--- src/rtl/iob_cache_line_reader_if.sv ---
// Bus bundle for the cache line reader: combinational data-memory read port
// plus the valid/ready word stream toward the back-end write channel.
interface iob_cache_line_reader_if #(
    parameter int ADDR_WIDTH = 10,
    parameter int DATA_WIDTH = 32
);
    logic [ADDR_WIDTH-1:0] mem_addr;
    logic [DATA_WIDTH-1:0] mem_rdata;
    logic                  be_valid;
    logic [ADDR_WIDTH-1:0] be_addr;
    logic [DATA_WIDTH-1:0] be_wdata;
    logic                  be_ready;

    modport master (
        output mem_addr,
        input  mem_rdata,
        output be_valid,
        output be_addr,
        output be_wdata,
        input  be_ready
    );

    modport slave (
        input  mem_addr,
        output mem_rdata,
        input  be_valid,
        input  be_addr,
        input  be_wdata,
        output be_ready
    );
endinterface

--- src/rtl/iob_cache_line_reader.sv ---
// Streams one cache line out of the data memory to the back-end, word by word.
// Optional abort input enabled by defining IOB_CACHE_LINE_READER_ABORT_EN.
module iob_cache_line_reader #(
    parameter int NUM_COL    = 4,
    parameter int COL_WIDTH  = 8,
    parameter int DATA_WIDTH = NUM_COL * COL_WIDTH,
    parameter int ADDR_WIDTH = 10,
    parameter int LINE_OFF_W = 2
) (
    input  logic                             clk,
    input  logic                             rst_n,
    input  logic                             start,
    input  logic [ADDR_WIDTH-LINE_OFF_W-1:0] line_addr,
`ifdef IOB_CACHE_LINE_READER_ABORT_EN
    input  logic                             abort,
`endif
    output logic                             busy,
    output logic                             done,
    iob_cache_line_reader_if.master          bus
);

    localparam logic [LINE_OFF_W-1:0] CNT_LAST = '1;

    typedef enum logic [1:0] {IDLE, LOAD, SEND, DONE} state_t;

    state_t                           state, state_next;
    logic [ADDR_WIDTH-LINE_OFF_W-1:0] line_q;
    logic [LINE_OFF_W-1:0]            cnt;
    logic [LINE_OFF_W-1:0]            cnt_inc;
    logic                             busy_q;
    logic                             be_valid_q;
    logic [ADDR_WIDTH-1:0]            be_addr_q;
    logic [DATA_WIDTH-1:0]            be_wdata_q;
    logic [ADDR_WIDTH-1:0]            mem_addr_c;
    logic                             done_c;
    logic                             abort_hit;
    logic                             last_word;

    assign cnt_inc   = cnt + LINE_OFF_W'(1);
    assign last_word = (cnt == CNT_LAST);

`ifdef IOB_CACHE_LINE_READER_ABORT_EN
    logic abort_q;

    // Sticky until the FSM is back in IDLE; a single-cycle pulse is enough.
    always_ff @(posedge clk or negedge rst_n) begin
        if (!rst_n) begin
            abort_q <= 1'b0;
        end else if (state_next == IDLE) begin
            abort_q <= 1'b0;
        end else if (abort && busy_q) begin
            abort_q <= 1'b1;
        end
    end

    assign abort_hit = abort_q;
`else
    assign abort_hit = 1'b0;
`endif

    // State register
    always_ff @(posedge clk or negedge rst_n) begin
        if (!rst_n) begin
            state  <= IDLE;
            busy_q <= 1'b0;
        end else begin
            state  <= state_next;
            busy_q <= (state_next != IDLE);
        end
    end

    // Next-state logic
    always_comb begin
        state_next = state;
        case (state)
            IDLE: if (start) state_next = LOAD;
            LOAD: state_next = abort_hit ? IDLE : SEND;
            SEND: begin
                if (bus.be_ready) begin
                    if (abort_hit)      state_next = IDLE;
                    else if (last_word) state_next = DONE;
                end
            end
            DONE: state_next = IDLE;
            default: state_next = IDLE;
        endcase
    end

    // Output logic; SEND looks one word ahead so the next word is ready on accept
    always_comb begin
        mem_addr_c = {line_q, cnt};
        done_c     = 1'b0;
        case (state)
            SEND: mem_addr_c = {line_q, cnt_inc};
            DONE: done_c     = 1'b1;
            default: ;
        endcase
    end

    // Line index, word counter and the back-end output register
    always_ff @(posedge clk or negedge rst_n) begin
        if (!rst_n) begin
            line_q     <= '0;
            cnt        <= '0;
            be_valid_q <= 1'b0;
            be_addr_q  <= '0;
            be_wdata_q <= '0;
        end else begin
            case (state)
                IDLE: begin
                    if (start) begin
                        line_q <= line_addr;
                        cnt    <= '0;
                    end
                end
                LOAD: begin
                    if (!abort_hit) begin
                        be_wdata_q <= bus.mem_rdata;
                        be_addr_q  <= mem_addr_c;
                        be_valid_q <= 1'b1;
                    end
                end
                SEND: begin
                    if (bus.be_ready) begin
                        if (last_word || abort_hit) begin
                            be_valid_q <= 1'b0;
                        end else begin
                            be_wdata_q <= bus.mem_rdata;
                            be_addr_q  <= mem_addr_c;
                            cnt        <= cnt_inc;
                        end
                    end
                end
                default: ;
            endcase
        end
    end

    assign busy         = busy_q;
    assign done         = done_c;
    assign bus.mem_addr = mem_addr_c;
    assign bus.be_valid = be_valid_q;
    assign bus.be_addr  = be_addr_q;
    assign bus.be_wdata = be_wdata_q;

endmodule

--- src/flat_wrapper.sv ---
// flat-port wrapper written by rule: the top's interface ports become plain ports
module iob_cache_line_reader_flat 
#(
    parameter int NUM_COL    = 4,
    parameter int COL_WIDTH  = 8,
    parameter int DATA_WIDTH = NUM_COL * COL_WIDTH,
    parameter int ADDR_WIDTH = 10,
    parameter int LINE_OFF_W = 2
)
  (clk, rst_n, start, line_addr, busy, done, bus_mem_addr, bus_mem_rdata, bus_be_valid, bus_be_addr, bus_be_wdata, bus_be_ready);
  iob_cache_line_reader_if #(.ADDR_WIDTH(ADDR_WIDTH), .DATA_WIDTH(DATA_WIDTH)) bus_i ();
  input  logic clk;
  input  logic rst_n;
  input  logic start;
  input  logic [ADDR_WIDTH-LINE_OFF_W-1:0] line_addr;
  output logic busy;
  output logic done;
  output wire logic [$bits(bus_i.mem_addr)-1:0] bus_mem_addr;
  input wire logic [$bits(bus_i.mem_rdata)-1:0] bus_mem_rdata;
  output wire logic [$bits(bus_i.be_valid)-1:0] bus_be_valid;
  output wire logic [$bits(bus_i.be_addr)-1:0] bus_be_addr;
  output wire logic [$bits(bus_i.be_wdata)-1:0] bus_be_wdata;
  input wire logic [$bits(bus_i.be_ready)-1:0] bus_be_ready;
  assign bus_mem_addr = bus_i.mem_addr;
  assign bus_i.mem_rdata = bus_mem_rdata;
  assign bus_be_valid = bus_i.be_valid;
  assign bus_be_addr = bus_i.be_addr;
  assign bus_be_wdata = bus_i.be_wdata;
  assign bus_i.be_ready = bus_be_ready;
  iob_cache_line_reader #(.NUM_COL(NUM_COL), .COL_WIDTH(COL_WIDTH), .DATA_WIDTH(DATA_WIDTH), .ADDR_WIDTH(ADDR_WIDTH), .LINE_OFF_W(LINE_OFF_W)) u_core (.clk(clk), .rst_n(rst_n), .start(start), .line_addr(line_addr), .busy(busy), .done(done), .bus(bus_i));
endmodule
--- config.mk ---
export PLATFORM = sky130hd
export DESIGN_NAME = iob_cache_line_reader_flat
export DESIGN_NICKNAME = d
export VERILOG_FILES = /design/src/rtl/iob_cache_line_reader_if.sv /design/src/rtl/iob_cache_line_reader.sv /design/src/flat_wrapper.sv
export SDC_FILE = /design/constraint.sdc
export NUM_CORES = 1
export LEC_CHECK = 0
export BUFFER_PORTS_ARGS = -buffer_cell sky130_fd_sc_hd__buf_2
export CORE_MARGIN = 5
export CORE_UTILIZATION = 43
export DETAILED_ROUTE_END_ITERATION = 8
export PLACE_DENSITY = 0.75
export SETUP_SLACK_MARGIN = 0.02
export SLEW_MARGIN = 0
export SYNTH_ARGS = -nofsm -noshare
export SYNTH_HDL_FRONTEND = slang
export SYNTH_SLANG_ARGS = --single-unit
--- constraint.sdc ---
create_clock -name clk -period 1.8 [get_ports clk]
set_input_delay 0.36 -clock clk [delete_from_list [all_inputs] [get_ports clk]]
set_output_delay 0.36 -clock clk [all_outputs]
set_load 0.02 [all_outputs]
; Yosys cells after proc, flatten, opt, wreduce, memory -nomap -nowiden
; Index checks and enable logic that the tools add are counted.
[totals]
out_inout_bits = 55
inputBits = 44
ff_bits = 56
wordCells = 43
[op_classes]
reduce_logical = 8
eq_ne = 8
muxes = 19
n_addsub = 1
[ops]
columns = op, count
row1 = 32-bit 2-to-1 mux, 2
row2 = 32-bit case mux with 2 select lines, 1
row3 = 10-bit 2-to-1 mux, 2
row4 = 10-bit case mux with 2 select lines, 1
row5 = 2-bit 2-to-1 mux, 7
row6 = 2-bit case mux with 4 select lines, 1
row7 = 2-bit equality test (second input constant), 3
row8 = 2-bit inequality test (second input constant), 3
row9 = 3-bit AND reduction, 2
row10 = 2-bit nonzero test, 3
row11 = 2-bit case mux with 2 select lines, 1
row12 = 4-bit AND reduction, 1
row13 = 1-bit 2-to-1 mux, 3
row14 = 2-bit by 1-bit adder with 2-bit output (second input constant), 1
row15 = 2-bit by 1-bit equality test with 1-bit output (second input constant), 1
row16 = 2-bit zero test, 1
row17 = 2-bit by 1-bit inequality test with 1-bit output (second input constant), 1
row18 = 1-bit case mux with 2 select lines, 1
row19 = 2-bit AND reduction, 1

; Depth between registers and ports, before layout
; Gate-level depths: netlist of run 1.
[logic_depth]
ltp_word = 5
mapped_depth = 6
ltp_nobuf = 5

; Least setup slack after synthesis of run 1
; No wires, ideal clock.
[synth_path]
kind = register to register
startpoint = register u_core.state[0]
endpoint = register u_core.be_addr_q[0], in the netlist u_core.bus.be_addr[0]
required_ns = 1.675
arrival_ns = 1.600
setup_time_ns = 0.125
n_path_buf = 2
slack_ns = 0.075
period_less_slack_ns = 1.725
path_stages_with_launch = 7
path_cell_list = dfrtp_1 > inv_1 > ha_1 > buf_6 > mux2_4 > buf_12 > mux2_4
[synth_between]
elab_chain_len = 5
elab_cells_between_ends = 10
cone_classes = 4 x eq/ne / 4 x mux / 2 x reduce/logical
[synth_lines]
columns = item, line
row1 = start: declaration, iob_cache_line_reader.sv:26  ; state_t state, state_next;
row2 = start signal: assignment, iob_cache_line_reader.sv:67  ; state <= state_next;
row3 = 2-bit equality test, "iob_cache_line_reader.sv:93, iob_cache_line_reader.sv:109"
row4 = 2-bit 2-to-1 mux, iob_cache_line_reader.sv:93  ; case (state)
row5 = 10-bit 2-to-1 mux, iob_cache_line_reader.sv:125  ; if (last_word || abort_hit) begin
row6 = 10-bit 2-to-1 mux, iob_cache_line_reader.sv:124  ; if (bus.be_ready) begin
row7 = 10-bit case mux with 2 select lines, iob_cache_line_reader.sv:109  ; case (state)
row8 = end signal: assignment, iob_cache_line_reader.sv:119  ; be_addr_q <= mem_addr_c;
row9 = end signal: assignment, iob_cache_line_reader.sv:129  ; be_addr_q <= mem_addr_c;
row10 = end: declaration, iob_cache_line_reader.sv:32  ; logic [ADDR_WIDTH-1:0] be_addr_q;
; Several ways; a longest one is shown, not always the timed one. The select of a mux whose other input is x is not followed.
; A chain may end at the register's enable or synchronous reset.

; Final worst setup path of run 1
[layout_path]
startpoint = register u_core.state[1]
endpoint = register u_core.be_wdata_q[25], in the netlist u_core.bus.be_wdata[25]
[layout_between]
elab_chain_len = 3
elab_cells_between_ends = 7
cone_classes = 4 x eq/ne / 1 x mux / 2 x reduce/logical
[layout_lines]
columns = item, line
row1 = 2-bit equality test or 2-bit by 1-bit equality test with 1-bit output (tied branches), iob_cache_line_reader.sv:109
row2 = 2-bit inequality test (no source line) or 2-bit nonzero test (tied branches), -
row3 = 3-bit AND reduction (no source line), -
row4 = end signal: assignment, iob_cache_line_reader.sv:118  ; be_wdata_q <= bus.mem_rdata;
row5 = end signal: assignment, iob_cache_line_reader.sv:128  ; be_wdata_q <= bus.mem_rdata;
row6 = end: declaration, iob_cache_line_reader.sv:33  ; logic [DATA_WIDTH-1:0] be_wdata_q;
; Several ways; a longest one is shown, not always the timed one.

==> impl_metrics.env, run 1 <==
export IMPL_io_pins=99
export IMPL_drt_wl_total_mm=5.24
export IMPL_slew_limit_headroom=0.715
export IMPL_ys_seq_elements=56
export IMPL_synth_cell_types=16
export IMPL_synth_area_top_cells="dfrtp_1 57%, mux2_4 25%, mux2_2 5.1%"
export IMPL_clk_pin_slew_ns=0.10
export IMPL_cts_tree="yes"
export IMPL_hold_violations=0
export IMPL_async_flop_share=1.00
export IMPL_insertedDiodeCount=0
export IMPL_clockBufferDepth=2
export IMPL_core_um2=5540
export IMPL_netlist_area_leader_share=0.572
export IMPL_hp_class="in -> reg"
export IMPL_arrival_ns=2.02
export IMPL_vias_per_cell=4.66
export IMPL_drv_slew=0
export IMPL_cap_violations=0
export IMPL_finalSetupTns_ns=-0.332
export IMPL_skew_ns=0.00411
export IMPL_r2r_slack_ns=-0.03
export IMPL_vdd_ir_drop_max_mv=0.951
export IMPL_clk_latency_ns=0.30
export IMPL_worst_r2r_startpoint="u_core.state[1]$_DFF_PN0_"
export IMPL_ant_nets=0
export IMPL_finish_instance_area_um2=3370
export IMPL_rows=27
export IMPL_grt_total_usage=0.138
export IMPL_setup_violations=25
export IMPL_worstSetupEndpoint="u_core.bus.be_wdata[25]$_DFFE_PN0P_"
export IMPL_setup_slack_ns=-0.0272
export IMPL_critPathKind="reg -> reg"
export IMPL_vias=1562
export IMPL_synthesis_nets=196
export IMPL_first_pass_iters=4
export IMPL_min_period_ns=1.83
export IMPL_drive_above_1_share=0.696
export IMPL_p_leak_nw=1.78
export IMPL_fp_dieArea_um2=7310
export IMPL_grt_overflow_total=0
export IMPL_cts_buffers=5
export IMPL_ys_seq_area_frac=0.572
export IMPL_grt_pass1_wl_mm=8.11
export IMPL_grt_pass1_vias=1673
export IMPL_cp_end_kind="register"
export IMPL_netlist_instances=145
export IMPL_drc_errors=0
export IMPL_die_h_um=85.5
export IMPL_syn_avg_cell_area_um2=16.9
export IMPL_synth_top_cells_by_count="56 x dfrtp_1, 41 x mux2_4, 11 x mux2_2"
export IMPL_min_period_over_period=1.02
export IMPL_ys_warn_count=0
export IMPL_die_w_um=85.5
export IMPL_clock_fmax_mhz=547
export IMPL_yosys_most_used_dff="dfrtp_1"
export IMPL_outcome="complete, but fails checks"
export IMPL_start_util=0.442
export IMPL_grt_max_degree=29
export IMPL_cts_sinks=56
export IMPL_place_area_um2=3060
export IMPL_startpoint="u_core.state[1]$_DFF_PN0_"
export IMPL_wire_per_inst_um=15.6
export IMPL_synthToLayoutAreaGrowth_pct=37.4
export IMPL_pwr_density_cell_nw_per_um2=2120
export IMPL_ff2ff_path_depth=7
export IMPL_place_gp_congestion=0.758
export IMPL_dp_hpwl_mm=3.74
export IMPL_io_buffers=98
export IMPL_synth_edff_count=0
export IMPL_required_ns=1.99
export IMPL_antenna_found_initial=0
export IMPL_num_nets_final=313
export IMPL_worst_pin_slew_ns=0.428
export IMPL_crit_fanout=7
export IMPL_cts_root_buffer="clkbuf_8"
export IMPL_violations="negative setup slack"
export IMPL_synth_most_common_cell="dfrtp_1"
export IMPL_r2r_end="u_core.bus.be_wdata[25]$_DFFE_PN0P_"
export IMPL_yosysTopAreaCell="dfrtp_1"
export IMPL_htreeDepth=2
export IMPL_rsz0062_at_grt="yes"
export IMPL_drt_iter0_drc=20
export IMPL_syn_area_um2=2450
export IMPL_start_kind="register"
flip-flops by register name, summed over array words and instances (netlist names):
signal and cells:
u_core.bus.be_addr 10, u_core.bus.be_wdata 32, u_core.busy 1, u_core.state 2, u_core.bus.be_valid 1, u_core.line_q 8
u_core.cnt 2
per-stage QoR:
step | std cells | utilization | total power [mW] | setup WS [ns] | hold slack [ns]
after global placement | 318 | 0.553 | 5.87 | 0.0755 | 0.314
after global routing | 335 | 0.608 | 7.56 | -0.0815 | 0.267
after floorplan | 145 | - | 4.96 | 0.0750 | 0.0644
after CTS | 331 | 0.592 | 7.01 | -0.0249 | 0.272
after detailed placement | 318 | 0.553 | 5.97 | 0.0445 | 0.321
final | 335 | 0.608 | 7.15 | -0.0272 | 0.286
per-layer routing:
layer  routed length, µm  part of all wire  up-vias  track usage
met1                2370              0.45      757        0.181
met5                   0                 0        -            0
met3                 457             0.087        6       0.0403
li1                    -                 -      731            -
met4                  38            0.0072        0       0.0259
met2                2380              0.45       68        0.230
cells in the final DEF (no fill, tap or decap):
cell	n
a21oi_1	4
buf_12	6
buf_2	96
buf_4	6
buf_6	3
bufinv_16	1
clkbuf_16	3
clkbuf_8	5
clkinv_2	1
clkinvlp_4	1
dfrtp_1	56
dlygate4sd3_1	1
ha_1	4
ha_4	3
inv_1	4
inv_2	3
mux2_2	11
mux2_4	41
mux2i_1	2
nand2_1	5
nand2b_4	1
nand3b_1	1
nor2_1	2
o21ai_2	1
o22ai_1	1
or2_2	1
worst min path at each step:
| stage | start | endpoint | slack (ns) | cells after the start |
|---|---|---|---|---|
| floorplan | rst_n | u_core.bus.be_addr[0]$_DFFE_PN0P_ | 0.06 | 0 |
| global placement | rst_n | u_core.bus.be_wdata[4]$_DFFE_PN0P_ | 0.31 | 1 |
| detailed placement | rst_n | u_core.bus.be_wdata[4]$_DFFE_PN0P_ | 0.32 | 1 |
| CTS | bus_mem_rdata[31] | u_core.bus.be_wdata[31]$_DFFE_PN0P_ | 0.27 | 2 |
| global route | bus_mem_rdata[31] | u_core.bus.be_wdata[31]$_DFFE_PN0P_ | 0.27 | 2 |
| finish | bus_mem_rdata[31] | u_core.bus.be_wdata[31]$_DFFE_PN0P_ | 0.29 | 2 |
layout make-up:
cell class	count	area [µm²]
fillers	455	2170
inverters	7	26.3
multi-input cells	77	973
clock inverters	3	42.5
flip-flops and latches	56	1400
well taps	72	90.1
repair buffers	115	764
clock buffers	5	68.8
cell families after synthesis:
kind of cell | synth area share
and+or+nand+nor | 0.0220
buffers and inverters | 0.0480
AOI/OAI and AO/OA | 0.0128
DFF | 0.572
muxes | 0.310
adders and majority gates | 0.0357
worst max-delay path, stage by stage, from the launching register on:
cell and delay, ns:
dfrtp_1 0.43, buf_4 0.17, inv_2 0.08, ha_4 0.13, inv_1 0.03, mux2_4 0.36, clkbuf_16 0.20, mux2_4 0.29
where the power goes:
group	internal (mW)	total [mW]	switching (mW)
sequential	1.90	2.26	0.361
combinational	2.18	4.09	1.91
clock	0.412	0.799	0.388
total	4.49	7.15	2.66
repair_timing:
item / 4_1_cts / 5_1_grt
hold endpoints to repair: 15 / 0
setup buffers: 4 / 1
pin swaps: 1 / 1
hold buffers: 1 / 0
gates cloned: 0 / 3
endpoints found under the setup margin: 2 / 44
resized for setup: 14 / 1
Power figures use the tool's default switching activity.
==> inputs of run 2 (changes only) <==
--- a/config.mk
+++ b/config.mk
@@ -7,9 +7,9 @@
 export LEC_CHECK = 0
 export BUFFER_PORTS_ARGS = -buffer_cell sky130_fd_sc_hd__buf_2
 export CORE_MARGIN = 5
-export CORE_UTILIZATION = 43
+export CORE_UTILIZATION = 48
 export DETAILED_ROUTE_END_ITERATION = 8
-export PLACE_DENSITY = 0.75
+export PLACE_DENSITY = 0.79
 export SETUP_SLACK_MARGIN = 0.02
 export SLEW_MARGIN = 0
 export SYNTH_ARGS = -nofsm -noshare
==> constraint.sdc (replaced) <==
create_clock -name clk -period 1.9 [get_ports clk]
set_input_delay 0.38 -clock clk [delete_from_list [all_inputs] [get_ports clk]]
set_output_delay 0.38 -clock clk [all_outputs]
set_load 0.02 [all_outputs]
==> impl_metrics.env, run 2 (synthesis results as in run 1) <==
export IMPL_grt_pass1_vias=1638
export IMPL_outcome="finished, final reports clean"
export IMPL_wire_per_inst_um=15.0
export IMPL_p_leak_nw=1.68
export IMPL_clk_pin_slew_ns=0.09
export IMPL_die_w_um=81.5
export IMPL_cts_root_buffer="clkbuf_8"
export IMPL_drt_wl_total_mm=4.82
export IMPL_clk_latency_ns=0.29
export IMPL_min_period_ns=1.79
export IMPL_core_um2=5040
export IMPL_ff2ff_path_depth=7
export IMPL_hold_buffers=0
export IMPL_htreeDepth=2
export IMPL_drc_errors=0
export IMPL_slew_limit_headroom=0.662
export IMPL_synthToLayoutAreaGrowth_pct=28.7
export IMPL_required_ns=2.08
export IMPL_setup_violations=0
export IMPL_vias_per_cell=4.72
export IMPL_start_kind="register"
export IMPL_grt_total_usage=0.159
export IMPL_cts_sinks=56
export IMPL_first_pass_iters=4
export IMPL_antenna_found_initial=0
export IMPL_r2r_slack_ns=0.11
export IMPL_dp_hpwl_mm=3.68
export IMPL_fp_dieArea_um2=6640
export IMPL_dp_cells=312
export IMPL_clock_fmax_mhz=559
export IMPL_hold_violations=0
export IMPL_min_period_over_period=0.941
export IMPL_critPathKind="reg -> reg"
export IMPL_pwr_density_cell_nw_per_um2=2000
export IMPL_cp_num_buf_inv=4
export IMPL_rows=26
export IMPL_skew_ns=0.00704
export IMPL_clockBufferDepth=2
export IMPL_final_common_cell="buf_2"
export IMPL_worst_path_max_delay_cell="dfrtp_1"
export IMPL_worst_r2r_startpoint="u_core.state[1]$_DFF_PN0_"
export IMPL_drive_above_1_share=0.677
export IMPL_ant_nets=0
export IMPL_cp_end_kind="register"
export IMPL_cts_tree="yes"
export IMPL_grt_max_degree=35
export IMPL_crit_fanout=17
export IMPL_insertedDiodeCount=0
export IMPL_place_gp_congestion=0.794
export IMPL_crit_chain="buf_4 > inv_1 > ha_1 > inv_1 > mux2_4 > buf_6 > mux2_4"
export IMPL_arrival_ns=1.97
export IMPL_cap_violations=0
export IMPL_vdd_ir_drop_max_mv=0.895
export IMPL_crit_cells=7
export IMPL_hp_class="in -> async"
export IMPL_io_pins=99
export IMPL_finalSetupTns_ns=0
export IMPL_vias=1515
export IMPL_grt_overflow_total=0
export IMPL_grt_pass1_wl_mm=8.04
export IMPL_cts_buffers=5
export IMPL_max_stage_delay_ns=0.41
export IMPL_mostFrequentLayoutCells="96 x buf_2, 56 x dfrtp_1, 41 x mux2_4"
export IMPL_final_cell_count_no_fill=321
export IMPL_rsz0062_at_grt="no"
export IMPL_largest_reg_flops=32
export IMPL_num_nets_final=303
export IMPL_io_buffers=98
export IMPL_drv_slew=0
export IMPL_path_delay_family="multiplexers"
export IMPL_die_h_um=81.5
export IMPL_r2r_end="u_core.bus.be_wdata[2]$_DFFE_PN0P_"
export IMPL_drt_iter0_drc=22
export IMPL_worst_pin_slew_ns=0.507
export IMPL_start_util=0.486
-- run 2: changes by cell type in the layout (fill, tap and decap cells not counted), sizes merged --
cell	before	now
clkbuf	8	5
clkinv	1	0
buf	111	105
dlygate4sd3	1	0
clkinvlp	1	0
-- run 2: layout make-up --
type | count | area, µm²
fillers | 395 | 1890
flip-flops and latches | 56 | 1400
multi-input cells | 77 | 961
repair buffers | 105 | 581
well taps | 70 | 87.6
clock buffers | 5 | 68.8
clock inverters | 1 | 30.0
inverters | 7 | 26.3
-- run 2: where the power goes --
| part | switching [mW] | internal [mW] |
|---|---|---|
| registers | 0.333 | 1.80 |
| logic | 1.71 | 1.75 |
| clock network | 0.340 | 0.379 |
| total | 2.38 | 3.93 |
-- run 2: worst max path at each step --
stage	to	start	slack (ns)
3_3_place_gp	bus_mem_addr[0]	u_core.state[0]$_DFF_PN0_	0.16
3_5_place_dp	bus_mem_addr[0]	u_core.state[0]$_DFF_PN0_	0.09
4_1_cts	bus_mem_addr[0]	u_core.state[0]$_DFF_PN0_	0.03
2_1_floorplan	u_core.bus.be_addr[0]$_DFFE_PN0P_	u_core.state[0]$_DFF_PN0_	0.17
6_report	u_core.bus.be_wdata[2]$_DFFE_PN0P_	u_core.state[1]$_DFF_PN0_	0.11
5_1_grt	u_core.bus.be_wdata[2]$_DFFE_PN0P_	u_core.state[1]$_DFF_PN0_	0.03
-- run 2: stage by stage --
| stage | hold WS [ns] | setup WS [ns] | area (µm²) | util | power (mW) |
|---|---|---|---|---|---|
| 3_5_place_dp | 0.378 | 0.0879 | 2990 | 0.594 | 5.53 |
| 2_1_floorplan | 0.0844 | 0.175 | 2450 | - | 4.70 |
| 5_1_grt | 0.0596 | 0.0284 | 3160 | 0.626 | 6.74 |
| 4_1_cts | 0.0464 | 0.0332 | 3140 | 0.623 | 6.36 |
| 3_3_place_gp | 0.372 | 0.164 | 2990 | 0.594 | 5.42 |
| 6_report | 0.0412 | 0.112 | 3160 | 0.626 | 6.31 |
-- run 2: per-layer routing --
metal	track usage	vias to the layer above	routed length [µm]
met5	0	-	0
met2	0.267	67	2280
met3	0.0471	0	471
li1	-	708	-
met1	0.207	740	2070
met4	0.0253	0	0
-- run 2: repair_timing --
item | CTS | global route
endpoints found under the setup margin | 2 | 19
setup buffers | 3 | 1
resized for setup | 8 | 4
